<file path="config.mk">
export PLATFORM = sky130hd
export DESIGN_NAME = seg7_scan_driver_flat
export DESIGN_NICKNAME = d
export VERILOG_FILES = /design/src/rtl/seg7_scan_driver_if.sv /design/src/rtl/seg7_scan_driver.sv /design/src/flat_wrapper.sv
export SDC_FILE = /design/constraint.sdc
export NUM_CORES = 1
export LEC_CHECK = 0
export ABC_AREA = 1
export BUFFER_PORTS_ARGS = -buffer_cell sky130_fd_sc_hd__buf_2
export CAP_MARGIN = 25
export CORE_MARGIN = 1.5
export CORE_UTILIZATION = 45
export CTS_CLUSTER_SIZE = 30
export DETAILED_ROUTE_END_ITERATION = 6
export PLACE_DENSITY = 0.67
export SETUP_SLACK_MARGIN = 0.1
export SYNTH_ARGS = -nofsm -noshare
export SYNTH_HDL_FRONTEND = slang
export SYNTH_SLANG_ARGS = --single-unit
</file>
<file path="constraint.sdc">
create_clock -name clock_100Mhz -period 3.6 [get_ports clock_100Mhz]
set_input_delay 0.36 -clock clock_100Mhz [delete_from_list [all_inputs] [get_ports clock_100Mhz]]
set_output_delay 0.36 -clock clock_100Mhz [all_outputs]
set_load 0.1 [all_outputs]
</file>
<file path="src/rtl/seg7_scan_driver_if.sv">
// Producer-side bus of the 7-segment scan driver: value/dp load port, blanking control, status.
// With SEG7_BLINK_EN defined the bus also carries the per-digit blink mask.
interface seg7_scan_driver_if #(
  parameter int NUM_DIGITS = 4
);
  logic                    load;
  logic [4*NUM_DIGITS-1:0] value;
  logic [NUM_DIGITS-1:0]   dp_in;
  logic                    blank_lz;
`ifdef SEG7_BLINK_EN
  logic [NUM_DIGITS-1:0]   blink_mask;
`endif
  logic                    pending;
  logic                    frame_tick;

`ifdef SEG7_BLINK_EN
  modport master (output load, value, dp_in, blank_lz, blink_mask, input pending, frame_tick);
  modport slave  (input load, value, dp_in, blank_lz, blink_mask, output pending, frame_tick);
`else
  modport master (output load, value, dp_in, blank_lz, input pending, frame_tick);
  modport slave  (input load, value, dp_in, blank_lz, output pending, frame_tick);
`endif
endinterface

</file>
<file path="src/rtl/seg7_scan_driver.sv">
// Multiplexed hex 7-segment driver with frame-synchronous double buffering, leading-zero
// blanking and anti-ghosting dead time. Optional digit blinking is enabled by SEG7_BLINK_EN.
module seg7_scan_driver #(
  parameter int NUM_DIGITS  = 4,
  parameter int REFRESH_DIV = 262144,
  parameter int DEAD_CYCLES = 1024,
  parameter int ACTIVE_LOW  = 1,
  parameter int BLINK_DIV   = 50000000
) (
  input  logic                  clock_100Mhz,
  input  logic                  reset,
  seg7_scan_driver_if.slave     bus,
  output logic [NUM_DIGITS-1:0] anode,
  output logic [6:0]            cathode,
  output logic                  dp
);

  localparam int IDX_W  = (NUM_DIGITS > 1) ? $clog2(NUM_DIGITS) : 1;
  localparam int SLOT_W = $clog2(REFRESH_DIV);
  localparam logic [SLOT_W-1:0] SLOT_LAST = SLOT_W'(REFRESH_DIV - 1);
  // slot counter runs down, so the lit part of the slot is the low end of the count
  localparam logic [SLOT_W-1:0] LIT_FROM  = SLOT_W'(REFRESH_DIV - 1 - DEAD_CYCLES);
  localparam logic [IDX_W-1:0]  IDX_LAST  = IDX_W'(NUM_DIGITS - 1);
  localparam logic              INV       = (ACTIVE_LOW != 0);

  if (NUM_DIGITS < 1 || NUM_DIGITS > 8) begin : g_bad_digits
    $error("seg7_scan_driver: NUM_DIGITS must be 1..8");
  end
  if (REFRESH_DIV < DEAD_CYCLES + 2) begin : g_bad_refresh
    $error("seg7_scan_driver: REFRESH_DIV must be >= DEAD_CYCLES+2");
  end
  if (BLINK_DIV < 1) begin : g_bad_blink
    $error("seg7_scan_driver: BLINK_DIV must be >= 1");
  end

  logic [SLOT_W-1:0]       slot_cnt;
  logic [IDX_W-1:0]        idx;
  logic [4*NUM_DIGITS-1:0] pend_val;
  logic [NUM_DIGITS-1:0]   pend_dp;
  logic [4*NUM_DIGITS-1:0] shown_val;
  logic [NUM_DIGITS-1:0]   shown_dp;
  logic                    pending_r;
  logic                    frame_tick_r;

  logic                    slot_end;
  logic                    frame_wrap;

  assign slot_end   = (slot_cnt == '0);
  assign frame_wrap = slot_end && (idx == IDX_LAST);

  always_ff @(posedge clock_100Mhz or posedge reset) begin
    if (reset) begin
      slot_cnt     <= SLOT_LAST;
      idx          <= '0;
      pend_val     <= '0;
      pend_dp      <= '0;
      shown_val    <= '0;
      shown_dp     <= '0;
      pending_r    <= 1'b0;
      frame_tick_r <= 1'b0;
    end else begin
      frame_tick_r <= frame_wrap;
      if (slot_end) begin
        slot_cnt <= SLOT_LAST;
        idx      <= (idx == IDX_LAST) ? '0 : idx + 1'b1;
      end else begin
        slot_cnt <= slot_cnt - 1'b1;
      end
      // a load on the wrap cycle still lets the older buffer commit first
      if (frame_wrap && pending_r) begin
        shown_val <= pend_val;
        shown_dp  <= pend_dp;
      end
      if (bus.load) begin
        pend_val  <= bus.value;
        pend_dp   <= bus.dp_in;
        pending_r <= 1'b1;
      end else if (frame_wrap) begin
        pending_r <= 1'b0;
      end
    end
  end

  assign bus.pending    = pending_r;
  assign bus.frame_tick = frame_tick_r;

`ifdef SEG7_BLINK_EN
  localparam int BLINK_W = (BLINK_DIV > 1) ? $clog2(BLINK_DIV) : 1;
  localparam logic [BLINK_W-1:0] BLINK_LAST = BLINK_W'(BLINK_DIV - 1);

  logic [BLINK_W-1:0] blink_cnt;
  logic               blink_on;
  logic               blink_hide;

  always_ff @(posedge clock_100Mhz or posedge reset) begin
    if (reset) begin
      blink_cnt <= BLINK_LAST;
      blink_on  <= 1'b1;
    end else if (blink_cnt == '0) begin
      blink_cnt <= BLINK_LAST;
      blink_on  <= ~blink_on;
    end else begin
      blink_cnt <= blink_cnt - 1'b1;
    end
  end

  assign blink_hide = !blink_on && bus.blink_mask[idx];
`else
  logic blink_hide;
  assign blink_hide = 1'b0;
`endif

  function automatic logic [6:0] seg_decode(input logic [3:0] nib);
    logic [6:0] s;
    case (nib)
      4'h0: s = 7'b1111110;
      4'h1: s = 7'b0110000;
      4'h2: s = 7'b1101101;
      4'h3: s = 7'b1111001;
      4'h4: s = 7'b0110011;
      4'h5: s = 7'b1011011;
      4'h6: s = 7'b1011111;
      4'h7: s = 7'b1110000;
      4'h8: s = 7'b1111111;
      4'h9: s = 7'b1111011;
      4'hA: s = 7'b1110111;
      4'hB: s = 7'b0011111;
      4'hC: s = 7'b1001110;
      4'hD: s = 7'b0111101;
      4'hE: s = 7'b1001111;
      default: s = 7'b1000111;
    endcase
    return s;
  endfunction

  logic [3:0]            cur_nib;
  logic [IDX_W-1:0]      top_nz;
  logic                  blank_digit;
  logic [NUM_DIGITS-1:0] onehot;
  logic [NUM_DIGITS-1:0] anode_on;
  logic [6:0]            seg_on;
  logic                  dp_on;

  assign cur_nib = shown_val[{idx, 2'b00} +: 4];

  // digit 0 is never above top_nz, so an all-zero value still shows "0"
  always_comb begin
    top_nz = '0;
    for (int k = 0; k < NUM_DIGITS; k++) begin
      if (shown_val[4*k +: 4] != 4'h0) top_nz = IDX_W'(k);
    end
  end

  always_comb begin
    onehot      = '0;
    onehot[idx] = 1'b1;
  end

  assign blank_digit = bus.blank_lz && (idx > top_nz);
  assign anode_on    = (slot_cnt <= LIT_FROM) ? onehot : '0;
  assign seg_on      = (blank_digit || blink_hide) ? 7'b0000000 : seg_decode(cur_nib);
  assign dp_on       = shown_dp[idx] && !blink_hide;

  always_ff @(posedge clock_100Mhz or posedge reset) begin
    if (reset) begin
      anode   <= {NUM_DIGITS{INV}};
      cathode <= {7{INV}};
      dp      <= INV;
    end else begin
      anode   <= anode_on ^ {NUM_DIGITS{INV}};
      cathode <= seg_on ^ {7{INV}};
      dp      <= dp_on ^ INV;
    end
  end

endmodule

</file>
<file path="src/flat_wrapper.sv">
// flat-port wrapper written by rule: the top's interface ports become plain ports
module seg7_scan_driver_flat 
#(
  parameter int NUM_DIGITS  = 4,
  parameter int REFRESH_DIV = 262144,
  parameter int DEAD_CYCLES = 1024,
  parameter int ACTIVE_LOW  = 1,
  parameter int BLINK_DIV   = 50000000
)
  (clock_100Mhz, reset, anode, cathode, dp, bus_load, bus_value, bus_dp_in, bus_blank_lz, bus_pending, bus_frame_tick);
  seg7_scan_driver_if #(.NUM_DIGITS(NUM_DIGITS)) bus_i ();
  input  logic clock_100Mhz;
  input  logic reset;
  output logic [NUM_DIGITS-1:0] anode;
  output logic [6:0] cathode;
  output logic dp;
  input wire logic [$bits(bus_i.load)-1:0] bus_load;
  input wire logic [$bits(bus_i.value)-1:0] bus_value;
  input wire logic [$bits(bus_i.dp_in)-1:0] bus_dp_in;
  input wire logic [$bits(bus_i.blank_lz)-1:0] bus_blank_lz;
  output wire logic [$bits(bus_i.pending)-1:0] bus_pending;
  output wire logic [$bits(bus_i.frame_tick)-1:0] bus_frame_tick;
  assign bus_i.load = bus_load;
  assign bus_i.value = bus_value;
  assign bus_i.dp_in = bus_dp_in;
  assign bus_i.blank_lz = bus_blank_lz;
  assign bus_pending = bus_i.pending;
  assign bus_frame_tick = bus_i.frame_tick;
  seg7_scan_driver #(.NUM_DIGITS(NUM_DIGITS), .REFRESH_DIV(REFRESH_DIV), .DEAD_CYCLES(DEAD_CYCLES), .ACTIVE_LOW(ACTIVE_LOW), .BLINK_DIV(BLINK_DIV)) u_core (.clock_100Mhz(clock_100Mhz), .reset(reset), .bus(bus_i), .anode(anode), .cathode(cathode), .dp(dp));
endmodule
</file>
==> results of run 1 <==
-- final timing paths --
path | start | end | cells after the start | slack, ns
setup reg to reg | u_core.idx[0] | u_core.shown_dp[0] | 4 | 1.40
setup / recovery | u_core.idx[0] | u_core.shown_dp[0] | 4 | 1.40
max in group asynchronous | reset | u_core.pend_dp[3] | 3 | 2.70
min in group clock_100Mhz | bus_value[13] | u_core.pend_val[13] | 3 | 0.19
hold reg to reg | u_core.slot_cnt[0] | u_core.slot_cnt[0] | 1 | 0.46
hold / removal | reset | u_core.shown_dp[3] | 2 | 0.06
-- worst max-delay path: cells and delay by family, from the launching register on --
kind | cells | cell delay, ns
AND/OR/NAND/NOR | 3 | 0.65
adder cells (fa/ha/maj) | 1 | 0.80
flip-flops | 1 | 0.64
-- logic make-up (layout without fill, tap and decap cells) --
group	count (synthesis)	count (layout)
adders and majority gates	14	14
and+or+nand+nor	286	286
xor gates and xnor gates	1	1
DFF	74	74
buffers and inverters	47	87
AOI/OAI and AO/OA	22	22
-- registers in the layout, indices dropped and copies added, names as in the netlist --
register	cells
u_core.pend_dp	4
u_core.bus.frame_tick	1
u_core.pend_val	16
u_core.shown_dp	4
u_core.cathode	7
u_core.slot_cnt	18
u_core.bus.pending	1
u_core.idx	2
u_core.shown_val	16
u_core.anode	4
u_core.dp	1
-- power breakdown --
| part | leakage (nW) | total (mW) | internal, mW | switching [mW] |
|---|---|---|---|---|
| Sequential | 0.883 | 0.871 | 0.858 | 0.0127 |
| Combinational | 1.12 | 0.0885 | 0.0233 | 0.0652 |
| Clock | 0.0884 | 0.615 | 0.262 | 0.353 |
-- cells in the final DEF, fill, tap and decap left out, drive strengths merged --
cell / synthesis / final
ha: 14 / 14
nand4: 22 / 22
clkinvlp: 0 / 2
nor2: 31 / 31
or2: 2 / 2
o21ai: 12 / 12
nand2: 181 / 181
dfstp: 30 / 30
xnor2: 1 / 1
nor3: 4 / 4
clkbuf: 4 / 9
a21oi: 6 / 6
nor4: 3 / 3
o221ai: 1 / 1
nand3b: 1 / 1
nand3: 41 / 41
a32o: 1 / 1
dfrtp: 44 / 44
buf: 11 / 39
o41ai: 1 / 1
and2: 1 / 1
inv: 32 / 35
clkinv: 0 / 2
o211ai: 1 / 1
-- per-stage QoR --
stage	power [mW]	cells
floorplan	0.947	444
global placement	0.973	573
detailed placement	0.976	573
CTS	1.59	589
global route	1.64	589
finish	1.57	589
-- layer usage --
| layer | GRT usage (%) | wire, µm | up-vias |
|---|---|---|---|
| met1 | 27.3 | 3650 | 1305 |
| met4 | 6.22 | 59 | 0 |
| met2 | 26.3 | 3130 | 67 |
| li1 | - | - | 1510 |
| met5 | 0 | 0 | - |
| met3 | 4.21 | 347 | 6 |
-- cell type report --
class | count | share of cell area, %
multi-input combinational | 323 | 39.1
clock inverter | 7 | 1.48
sequential | 74 | 45.6
inverter | 32 | 2.90
tap | 105 | 3.17
clock buffer | 9 | 2.99
timing repair buffer | 39 | 4.83
==> reports/results.md, run 1 <==
| Quantity | Value |
|:---|:---|
| Height of the die | 94.2 µm |
| Share of async-settable or async-resettable flops after synthesis | 100% |
| Fillers | 788 |
| Final Hold Viols | 0 |
| Actual transition at the worst max-transition pin | 0.847 ns |
| Standby leakage power | 2.09 nW |
| H-Tree Depth | 3 |
| Worst Setup End Kind | register |
| Total global routing overflow | 0 |
| Nets@finish | 517 |
| DR pass1 iterations | 5 |
| Leading post-synthesis cells by cell area | sky130_fd_sc_hd__dfrtp_1 29%, sky130_fd_sc_hd__dfstp_2 21%, sky130_fd_sc_hd__nand2_1 17%, sky130_fd_sc_hd__nand3_1 5.4%, sky130_fd_sc_hd__ha_1 4.7% |
| DRC | 0 |
| Critical path peak fanout | 23 |
| Library cell with the highest instance count after synthesis | sky130_fd_sc_hd__nand2_1 |
| Cells traversed along the worst timing path | ha_1 > nand4_4 > nand2_1 > nand2_1 |
| Crit path launch type | register |
| Antenna Violating Nets Remaining | 0 |
| Post-CTS setup buffer count | 0 |
| Final setup margin | 1.40 ns |
| Die Outline Area | 0.00887 mm² |
| Minimum period implied by the final worst setup slack | 2.20 ns |
| Proportion of synthesized area in mux cells | 0% |
| Worst IR drop on VDD | 0.000229 V |
| Clk pin slew, worst setup/hold paths | 0.09 ns |
| Number of antenna violations at the first check in global routing | 0 |
| Post-synthesis share of cell area spent on full adders, half adders and majority gates | 4.68% |
| Global-route wire length before repair | 12800 µm |
| Post-synthesis share of cell area spent on xor and xnor gates | 0.234% |
| Pin count of the biggest net entering global routing | 34 |
| TritonCTS clock tree | done |
| Final non-filler cell area | 0.00415 mm² |
| Post-Syn Area | 0.00374 mm² |
| Global-route usage over all layers | 18.4% |
| Average wire per cell in the routed design | 12.2 µm |
| Crit path DAT | 2.45 ns |
| Effective utilization at floorplan | 46.0% |
| Class of the tightest hold or removal check | input port to async pin |
| Quantity of gates resized following cts | 0 |
| Headroom to the max-slew limit | 43.6% |
| Die width | 94.2 µm |
| Yosys cell types | 33 |
| Sequential share of the synthesized area | 50.5% |
| Compound-Gate Fraction of Synth Area | 3.34% |
| Skew-Pair Late Insertion Delay | 0.36 ns |
| Clock skew | 0.00979 ns |
| Library cell appearing most often on the critical path | sky130_fd_sc_hd__nand2_1 |
| Final-layout worst hold slack | 0.0626 ns |
| Layout cells sized above 1 | 23.8% |
| Cells after synthesis | 444 |
| Post-route core utilization | 51.0% |
| Prevailing post-synth register cell | sky130_fd_sc_hd__dfrtp_1 |
| RePlAce Congestion | 0.837 |
| Synthesized Nets | 482 |
| Seq. cell area | 0.00189 mm² |
| Number of enable-type register cells in the synthesized netlist | 0 |
| CP required | 3.85 ns |
| Ports placed on the boundary | 38 |
| Area added between synthesis and finish | 10.9% |
| Final cycle utilization of the critical path | 61.1% |
| Vias in the first global route | 2711 |
| Number of clock sinks seen by CTS | 74 |
| Detailed placement HPWL | 5160 µm |
| Number of buffers inserted for hold repair after clock tree synthesis | 0 |
| Outcome | complete, no violations |
| Critical path's largest stage delay | 0.80 ns |
| Multi-input gate area in the final layout | 0.00162 mm² |
| Clock tree root buffer cell | sky130_fd_sc_hd__clkbuf_8 |
| Most frequent cells after synthesis | 174 x sky130_fd_sc_hd__nand2_1, 44 x sky130_fd_sc_hd__dfrtp_1, 40 x sky130_fd_sc_hd__nand3_1 |
| Number of placement rows | 33 |
| Final setup violation count | 0 |
| Total of flip-flops plus latches after synthesis | 74 |
| Antenna Diode Count | 0 |
| Cell taking the most area after synthesis | sky130_fd_sc_hd__dfrtp_1 |
| Vias per inst | 4.90 |
| Final Max Slew Viols | 0 |
| Clock buffers created by TritonCTS | 9 |
| Post-place instance area | 0.00396 mm² |
| Maximum clock frequency | 454 MHz |
| Area share of and/or/nand/nor cells after synthesis | 35.1% |
| Main combinational cell family by area after synthesis | simple AND/OR/NAND/NOR gates |
| Area fraction of the dominant cell type after synthesis | 29.4% |
| Synthesized area per cell | 8.43 µm² |
| Cell with the biggest individual delay on the critical path | sky130_fd_sc_hd__ha_1 |
| Category of the critical setup timing path | register to register |
| Total power divided by cell area | 380 mW/mm² |
| Core Footprint | 0.00813 mm² |
| Setup Slack @ Placement | 1.41 ns |
| RSZ-0062 raised after global routing | no |
| Routed Wire Length | 7190 µm |
| Detailed router's first-iteration violation count | 181 |
| Deepest clock path buffer count | 2 |
| Count of buffers inserted at the top-level ports | 37 |
| Setup TNS | 0 ns |
| Via count | 2888 |
| Yosys warning count | 0 |
| Maxcap violations | 0 |
Power figures use the tool's default switching activity.
==> run 2: changes to the inputs <==
--- a/config.mk
+++ b/config.mk
@@ -5,7 +5,7 @@
 export SDC_FILE = /design/constraint.sdc
 export NUM_CORES = 1
 export LEC_CHECK = 0
-export ABC_AREA = 1
+export ABC_AREA = 0
 export BUFFER_PORTS_ARGS = -buffer_cell sky130_fd_sc_hd__buf_2
 export CAP_MARGIN = 25
 export CORE_MARGIN = 1.5
==> constraint.sdc (replaced) <==
create_clock -name clock_100Mhz -period 2.28 [get_ports clock_100Mhz]
set_input_delay 0.228 -clock clock_100Mhz [delete_from_list [all_inputs] [get_ports clock_100Mhz]]
set_output_delay 0.228 -clock clock_100Mhz [all_outputs]
set_load 0.1 [all_outputs]
==> run 2 against run 1 <==
Effect of this change: die area fell by 8.5%; clock skew increased by 0.0033 ns; sequential cell count did not move; clock-buffer cell count unchanged; first-iteration DRC count fell by 45%; wire length decreased by 11%; worst hold slack improved by 0.035 ns; clock power is 67% higher; setup slack lost 1.3 ns.
==> reports/results.md, run 2 <==
| Quantity | Value | vs previous |
|:---|:---|:---|
| Outcome | complete, no violations | unchanged |
| Worst IR drop on VDD | 0.000418 V | was 0.000229 V |
| Critical path peak fanout | 10 | was 23 |
| Reg2Reg Depth | 6 | was 4 |
| Nets@finish | 361 | was 517 |
| Vias in the first global route | 2254 | was 2711 |
| Total power divided by cell area | 622 mW/mm² | was 380 mW/mm² |
| RePlAce Congestion | 0.860 | was 0.837 |
| Area added between synthesis and finish | 20.7% | was 10.9% |
| Number of antenna violations at the first check in global routing | 0 | unchanged |
| Setup TNS | 0 ns | unchanged |
| Actual transition at the worst max-transition pin | 0.603 ns | was 0.847 ns |
| Number of flip-flops under the largest register name | 18 | unchanged |
| Layout cells sized above 1 | 47.0% | was 23.8% |
| Deepest clock path buffer count | 2 | unchanged |
| RSZ-0062 raised after global routing | yes | was no |
| Yosys cell types | 39 | was 33 |
| H-Tree Depth | 3 | unchanged |
| Clock skew | 0.0131 ns | was 0.00979 ns |
| Total global routing overflow | 0 | unchanged |
| Crit. path cell count | 6 | was 4 |
| Clock buffers created by TritonCTS | 9 | unchanged |
| Biggest register | u_core.slot_cnt | unchanged |
| Pin count of the biggest net entering global routing | 48 | was 34 |
| Standby leakage power | 1.77 nW | was 2.09 nW |
| Number of placement rows | 31 | was 33 |
| Clk pin slew, worst setup/hold paths | 0.08 ns | was 0.09 ns |
| Clock tree root buffer cell | sky130_fd_sc_hd__clkbuf_8 | unchanged |
| Detailed placement HPWL | 4310 µm | was 5160 µm |
| Hold Path Depth | 2 |  |
| Via count | 2251 | was 2888 |
| Headroom to the max-slew limit | 59.7% | was 43.6% |
| Routed Wire Length | 6410 µm | was 7190 µm |
| Crit path DAT | 2.46 ns | was 2.45 ns |
| Global-route usage over all layers | 17.2% | was 18.4% |
| Effective utilization at floorplan | 46.8% | was 46.0% |
| Met3 usage in global routing | 4.57% | was 4.21% |
| Leading post-synthesis cells by cell area | sky130_fd_sc_hd__dfrtp_1 32%, sky130_fd_sc_hd__dfstp_2 23%, sky130_fd_sc_hd__mux2_2 14%, sky130_fd_sc_hd__ha_1 5.1%, sky130_fd_sc_hd__mux4_2 3.3% | was sky130_fd_sc_hd__dfrtp_1 29%, sky130_fd_sc_hd__dfstp_2 21%, sky130_fd_sc_hd__nand2_1 17%, sky130_fd_sc_hd__nand3_1 5.4%, sky130_fd_sc_hd__ha_1 4.7% |
| Count of buffers inserted at the top-level ports | 37 | unchanged |
| Die width | 90.1 µm | was 94.2 µm |
| Maxcap violations | 0 | unchanged |
| Skew-Pair Late Insertion Delay | 0.36 ns | about the same |
| Synthesized area per cell | 12.8 µm² | was 8.43 µm² |
| Library cell with the highest instance count after synthesis | sky130_fd_sc_hd__dfrtp_1 | was sky130_fd_sc_hd__nand2_1 |
| Detailed router's first-iteration violation count | 99 | was 181 |
| Registers with the highest flip-flop counts | u_core.slot_cnt (18), u_core.pend_val (16), u_core.shown_val (16) | unchanged |
| Global-route wire length before repair | 11000 µm | was 12800 µm |
| DRC | 0 | unchanged |
| Library cell appearing most often on the critical path | sky130_fd_sc_hd__or4_4 | was sky130_fd_sc_hd__nand2_1 |
| Post-Syn Area | 0.00341 mm² | was 0.00374 mm² |
| Critical path buffers and inverters | 2 | was 0 |
| Sequential share of the synthesized area | 55.4% | was 50.5% |
| Most common cell after layout, fill and taps aside | sky130_fd_sc_hd__dfrtp_1 | was sky130_fd_sc_hd__nand2_1 |
| DR pass1 iterations | 4 | was 5 |
| Most frequent cells after synthesis | 44 x sky130_fd_sc_hd__dfrtp_1, 41 x sky130_fd_sc_hd__mux2_2, 30 x sky130_fd_sc_hd__dfstp_2 | was 174 x sky130_fd_sc_hd__nand2_1, 44 x sky130_fd_sc_hd__dfrtp_1, 40 x sky130_fd_sc_hd__nand3_1 |
| Maximum clock frequency | 451 MHz | was 454 MHz |
| Final setup violation count | 0 | unchanged |
| Critical path's top delay family | simple AND/OR/NAND/NOR gates | was adder cells |
| Synthesized Nets | 304 | was 482 |
| Worst Setup End Kind | register | unchanged |
| Crit path launch type | register | unchanged |
| Die Outline Area | 0.00811 mm² | was 0.00887 mm² |
| Number of enable-type register cells in the synthesized netlist | 0 | unchanged |
| Prevailing post-synth register cell | sky130_fd_sc_hd__dfrtp_1 | unchanged |
| Average wire per cell in the routed design | 15.0 µm | was 12.2 µm |
| Class of the tightest hold or removal check | input port to register | was input port to async pin |
| Global-route track usage on met1 | 23.5% | was 27.3% |
| Minimum period implied by the final worst setup slack | 2.22 ns | was 2.20 ns |
| Area fraction of the dominant cell type after synthesis | 32.3% | was 29.4% |
| Global-route layer with the greatest usage | met2 | was met1 |
| Category of the critical setup timing path | register to register | unchanged |
| Cell taking the most area after synthesis | sky130_fd_sc_hd__dfrtp_1 | unchanged |
| Global-route met2 utilization | 25.3% | was 26.3% |
| Final-layout worst hold slack | 0.0971 ns | was 0.0626 ns |
| Commonest cells after routing, fill and taps aside | 44 x sky130_fd_sc_hd__dfrtp_1, 37 x sky130_fd_sc_hd__buf_2, 31 x sky130_fd_sc_hd__mux2_2, 30 x sky130_fd_sc_hd__dfstp_2, 24 x sky130_fd_sc_hd__nand2_1 | was 174 x sky130_fd_sc_hd__nand2_1, 44 x sky130_fd_sc_hd__dfrtp_1, 40 x sky130_fd_sc_hd__nand3_1, 37 x sky130_fd_sc_hd__buf_2, 30 x sky130_fd_sc_hd__dfstp_2 |
| Cell with the biggest individual delay on the critical path | sky130_fd_sc_hd__or4_4 | was sky130_fd_sc_hd__ha_1 |
| Critical path's largest stage delay | 0.53 ns | was 0.80 ns |
| Final Hold Viols | 0 | unchanged |
| Height of the die | 90.1 µm | was 94.2 µm |
| Ports placed on the boundary | 38 | unchanged |
| Share of async-settable or async-resettable flops after synthesis | 100% | unchanged |
| Total of flip-flops plus latches after synthesis | 74 | unchanged |
| Core Footprint | 0.00729 mm² | was 0.00813 mm² |
| Cells traversed along the worst timing path | or4_4 > or4_4 > nor3_4 > buf_6 > buf_16 > mux2_2 | was ha_1 > nand4_4 > nand2_1 > nand2_1 |
| CP required | 2.53 ns | was 3.85 ns |
| Vias per inst | 5.27 | was 4.90 |
| Antenna Diode Count | 0 | unchanged |
| Cells after synthesis | 266 | was 444 |
| Number of clock sinks seen by CTS | 74 | unchanged |
| Final Max Slew Viols | 0 | unchanged |
| TritonCTS clock tree | done | unchanged |
| Antenna Violating Nets Remaining | 0 | unchanged |
| Yosys warning count | 0 | unchanged |
| Final cycle utilization of the critical path | 97.3% | was 61.1% |
## run 2: through the flow
step / instances / utilization [%] / power [mW] / setup WS (ns) / cell area (µm²)
finish: 427 / 56.5 / 2.56 / 0.0622 / 4120
global route: 427 / 56.5 / 2.68 / -0.00338 / 4120
CTS: 426 / 55.6 / 2.60 / 0.00574 / 4060
detailed placement: 406 / 52.0 / 1.55 / 0.0396 / 3790
global placement: 406 / 52.0 / 1.55 / 0.0555 / 3790
floorplan: 266 / - / 1.50 / 0.105 / 3410
## run 2: final cells by class
| cell class | instances | area, µm² |
|---|---|---|
| fillers | 625 | 3170 |
| repair buffers | 55 | 389 |
| multi-input cells | 172 | 1470 |
| clock buffers | 9 | 124 |
| clock inverters | 7 | 77.6 |
| well taps | 99 | 124 |
| flip-flops and latches | 74 | 1890 |
| inverters | 11 | 41.3 |
## run 2: cells by family (layout without fill, tap and decap cells)
family	Yosys count	after routing	synth area share (%)
AOI/OAI and AO/OA	22	22	4.62
adders and majority gates	14	14	5.13
xor gates and xnor gates	11	11	2.82
muxes	47	47	17.1
DFF	74	74	55.4
and+or+nand+nor	78	78	12.2
buffers and inverters	20	82	2.68
## run 2: metal layers
layer / share of wire [%] / wire (µm) / up-vias
met5: 0 / 0 / -
met2: 47 / 3010 / 54
li1: - / - / 1064
met1: 47 / 3000 / 1122
met3: 4.3 / 278 / 11
met4: 1.9 / 119 / 0
## run 2: path summary, 6_finish.rpt
kind | start | to | slack (ns)
max in group asynchronous | reset | u_core.slot_cnt[6] | 1.08
setup reg to reg | u_core.slot_cnt[13] | u_core.shown_val[4] | 0.06
min in group asynchronous | reset | u_core.pend_val[7] | 0.50
hold / removal | bus_value[7] | u_core.pend_val[7] | 0.1
hold reg to reg | u_core.slot_cnt[0] | u_core.slot_cnt[0] | 0.47
setup / recovery | u_core.slot_cnt[13] | u_core.shown_val[4] | 0.06
## run 2: power breakdown
part | total, mW | leakage [nW] | internal, mW | switching (mW)
Sequential | 1.38 | 0.874 | 1.36 | 0.0217
Combinational | 0.148 | 0.800 | 0.0574 | 0.0908
Clock | 1.03 | 0.100 | 0.514 | 0.520
Total | 2.56 | 1.77 | 1.93 | 0.632
## run 2: worst register-to-register path: stages (launching register included)
cell and delay, ns:
sky130_fd_sc_hd__dfstp_2 0.37, sky130_fd_sc_hd__or4_4 0.53, sky130_fd_sc_hd__or4_4 0.45, sky130_fd_sc_hd__nor3_4 0.14, sky130_fd_sc_hd__buf_6 0.16, sky130_fd_sc_hd__buf_16 0.14
sky130_fd_sc_hd__mux2_2 0.33
## run 2: what timing repair did
action                     in CTS  in global routing
hold buffers                    1                  0
gates cloned                    1                  1
setup endpoints to repair      20                 20
buffers inserted                2                  0
pin swaps                       0                  1
hold endpoints to repair       23                  0
resized for setup               3                 10
==> run 3: changes to the inputs <==
--- a/config.mk
+++ b/config.mk
@@ -8,7 +8,7 @@
 export ABC_AREA = 0
 export BUFFER_PORTS_ARGS = -buffer_cell sky130_fd_sc_hd__buf_2
 export CAP_MARGIN = 25
-export CORE_MARGIN = 1.5
+export CORE_MARGIN = 5
 export CORE_UTILIZATION = 45
 export CTS_CLUSTER_SIZE = 30
 export DETAILED_ROUTE_END_ITERATION = 6
==> run 3 against run 2 <==
Effect of this change: wire length shrank 3.3%; utilization shrank 2.1 points; cell area shrank 3.1%; sequential cell count is the same; critical endpoint is now u_core.shown_val[13]; cell count shrank 1.6%; clock power is essentially flat.
==> reports/results.md, run 3 (same netlist as run 2, synthesis figures left out) <==
| Quantity | Value | vs previous |
|:---|:---|:---|
| Vias per inst | 5.17 | was 5.27 |
| Ports placed on the boundary | 38 | unchanged |
| Number of clock sinks seen by CTS | 74 | unchanged |
| Crit path launch type | register | unchanged |
| Area added between synthesis and finish | 16.9% | was 20.7% |
| Maximum clock frequency | 446 MHz | was 451 MHz |
| Biggest register | u_core.slot_cnt | unchanged |
| Seq. cell area | 0.00189 mm² | about the same |
| Clock tree root buffer cell | sky130_fd_sc_hd__clkbuf_8 | unchanged |
| Minimum period implied by the final worst setup slack | 2.24 ns | was 2.22 ns |
| Clock buffers created by TritonCTS | 9 | unchanged |
| Clk pin slew, worst setup/hold paths | 0.08 ns | about the same |
| Hold worst-path end | u_core.pend_val[7] | unchanged |
| Total power consumption of the routed design | 2.56 mW | about the same |
| Final cycle utilization of the critical path | 98.3% | was 97.3% |
| Core Footprint | 0.00733 mm² | was 0.00729 mm² |
| Final Max Slew Viols | 0 | unchanged |
| Registers with the highest flip-flop counts | u_core.slot_cnt (18), u_core.pend_val (16), u_core.shown_val (16) | unchanged |
| Number of antenna violations at the first check in global routing | 0 | unchanged |
| Reg2Reg Depth | 5 | was 6 |
| Total power divided by cell area | 641 mW/mm² | was 622 mW/mm² |
| Beginning of the worst hold path | bus_value[7] | unchanged |
| Commonest cells after routing, fill and taps aside | 43 x sky130_fd_sc_hd__dfrtp_1, 41 x sky130_fd_sc_hd__mux2_2, 37 x sky130_fd_sc_hd__buf_2, 30 x sky130_fd_sc_hd__dfstp_2, 24 x sky130_fd_sc_hd__nand2_1 | was 44 x sky130_fd_sc_hd__dfrtp_1, 37 x sky130_fd_sc_hd__buf_2, 31 x sky130_fd_sc_hd__mux2_2, 30 x sky130_fd_sc_hd__dfstp_2, 24 x sky130_fd_sc_hd__nand2_1 |
| Final-layout worst hold slack | 0.106 ns | was 0.0971 ns |
| Via count | 2172 | was 2251 |
| Layout cells sized above 1 | 46.1% | was 47.0% |
| Headroom to the max-slew limit | 67.4% | was 59.7% |
| DRC | 0 | unchanged |
| Register-to-Register Setup Slack | 0.04 ns | was 0.06 ns |
| Critical path peak fanout | 20 | was 10 |
| TritonCTS clock tree | done | unchanged |
| Vias in the first global route | 2206 | was 2254 |
| Skew-Pair Late Insertion Delay | 0.35 ns | was 0.36 ns |
| Deepest clock path buffer count | 2 | unchanged |
| Class of the tightest hold or removal check | input port to register | unchanged |
| Most common cell after layout, fill and taps aside | sky130_fd_sc_hd__dfrtp_1 | unchanged |
| Final Hold Viols | 0 | unchanged |
| Number of placement rows | 31 | unchanged |
| Worst r2r src | u_core.slot_cnt[13] | unchanged |
| Count of buffers inserted at the top-level ports | 37 | unchanged |
| Effective utilization at floorplan | 46.5% | was 46.8% |
| Crit path DAT | 2.47 ns | was 2.46 ns |
| Pin count of the biggest net entering global routing | 75 | was 48 |
| Maxcap violations | 0 | unchanged |
| Clock skew | 0.00867 ns | was 0.0131 ns |
| Antenna Violating Nets Remaining | 0 | unchanged |
| Worst Setup End Kind | register | unchanged |
| RSZ-0062 raised after global routing | yes | unchanged |
| Category of the critical setup timing path | register to register | unchanged |
| Hold Path Depth | 2 | unchanged |
| DR pass1 iterations | 4 | unchanged |
| Detailed placement HPWL | 4300 µm | was 4310 µm |
| Total global routing overflow | 0 | unchanged |
| Outcome | complete, no violations | unchanged |
| Multi-input gate area in the final layout | 0.00144 mm² | was 0.00147 mm² |
| Reg-to-Reg End | u_core.shown_val[13] | was u_core.shown_val[4] |
| Fillers | 621 | was 625 |
| Worst IR drop on VDD | 0.000429 V | was 0.000418 V |
| Detailed router's first-iteration violation count | 48 | was 99 |
| Standby leakage power | 1.72 nW | was 1.77 nW |
| Die width | 97.1 µm | was 90.1 µm |
| Die Outline Area | 0.00942 mm² | was 0.00811 mm² |
| Antenna Diode Count | 0 | unchanged |
| H-Tree Depth | 3 | unchanged |
| Height of the die | 97.1 µm | was 90.1 µm |
| Nets@finish | 354 | was 361 |
| Final setup violation count | 0 | unchanged |
| RePlAce Congestion | 0.819 | was 0.860 |
| Global-route wire length before repair | 10700 µm | was 11000 µm |
| Global-route usage over all layers | 14.0% | was 17.2% |
| Average wire per cell in the routed design | 14.8 µm | was 15.0 µm |
| Number of flip-flops under the largest register name | 18 | unchanged |
| Actual transition at the worst max-transition pin | 0.492 ns | was 0.603 ns |
| CP required | 2.51 ns | was 2.53 ns |
| Routed Wire Length | 6200 µm | was 6410 µm |
## run 3: through the flow
step / cell area [µm²] / setup WS, ns / util, % / cells / setup TNS [ns]
after floorplan: 3410 / 0.105 / - / 266 / 0
after global placement: 3770 / 0.0533 / 51.4 / 403 / 0
after detailed placement: 3770 / 0.0341 / 51.4 / 403 / 0
after CTS: 3980 / 0.00991 / 54.3 / 420 / 0
after global routing: 3990 / -0.0335 / 54.4 / 420 / -0.482
final: 3990 / 0.0398 / 54.4 / 420 / 0
## run 3: area by class of cell
class                   instances  area share (%)
clock buffers                   9            3.11
clock inverters                 7            1.98
inverters                      11            1.04
multi-input cells             172            36.0
flip-flops and latches         74            47.4
well taps                      99            3.11
repair buffers                 48            7.40
## run 3: worst max-delay path: stages, from the launching register on
cell and delay, ns:
sky130_fd_sc_hd__dfstp_2 0.37, sky130_fd_sc_hd__or4_4 0.52, sky130_fd_sc_hd__or4_4 0.47, sky130_fd_sc_hd__nor3_4 0.22, sky130_fd_sc_hd__buf_12 0.19, sky130_fd_sc_hd__mux2_2 0.35
## run 3: worst max path at each step
stage,startpoint,endpoint,slack (ns),depth (start not counted)
5_1_grt,u_core.slot_cnt[13],u_core.shown_val[7],-0.03,5
2_1_floorplan,u_core.slot_cnt[13],u_core.shown_dp[0],0.10,5
3_5_place_dp,u_core.slot_cnt[13],u_core.shown_val[13],0.03,5
6_report,u_core.slot_cnt[13],u_core.shown_val[13],0.04,5
4_1_cts,u_core.slot_cnt[13],u_core.shown_val[13],0.01,5
3_3_place_gp,u_core.slot_cnt[13],u_core.shown_val[3],0.05,5
## run 3: where the power goes
group	switching [mW]	internal, mW	leakage [nW]
clock	0.515	0.515	0.104
combinational	0.0902	0.0570	0.745
sequential	0.0202	1.36	0.873
total	0.625	1.93	1.72
## run 3: repair_timing
action	in CTS	in global routing
hold buffers	1	0
setup buffers	0	0
endpoints found under the hold margin	44	0
resized for setup	0	2
pin swaps	0	0
endpoints found under the setup margin	20	21
## run 3: routing by layer
layer  GRT usage, %  share of wire, %  wire [µm]  vias up
met5              0                 0          0        -
met4           5.83               1.3         80        0
li1               -                 -          -     1052
met1           18.9                49       3010     1069
met3           3.66               4.1        254        7
met2           21.2                46       2850       44
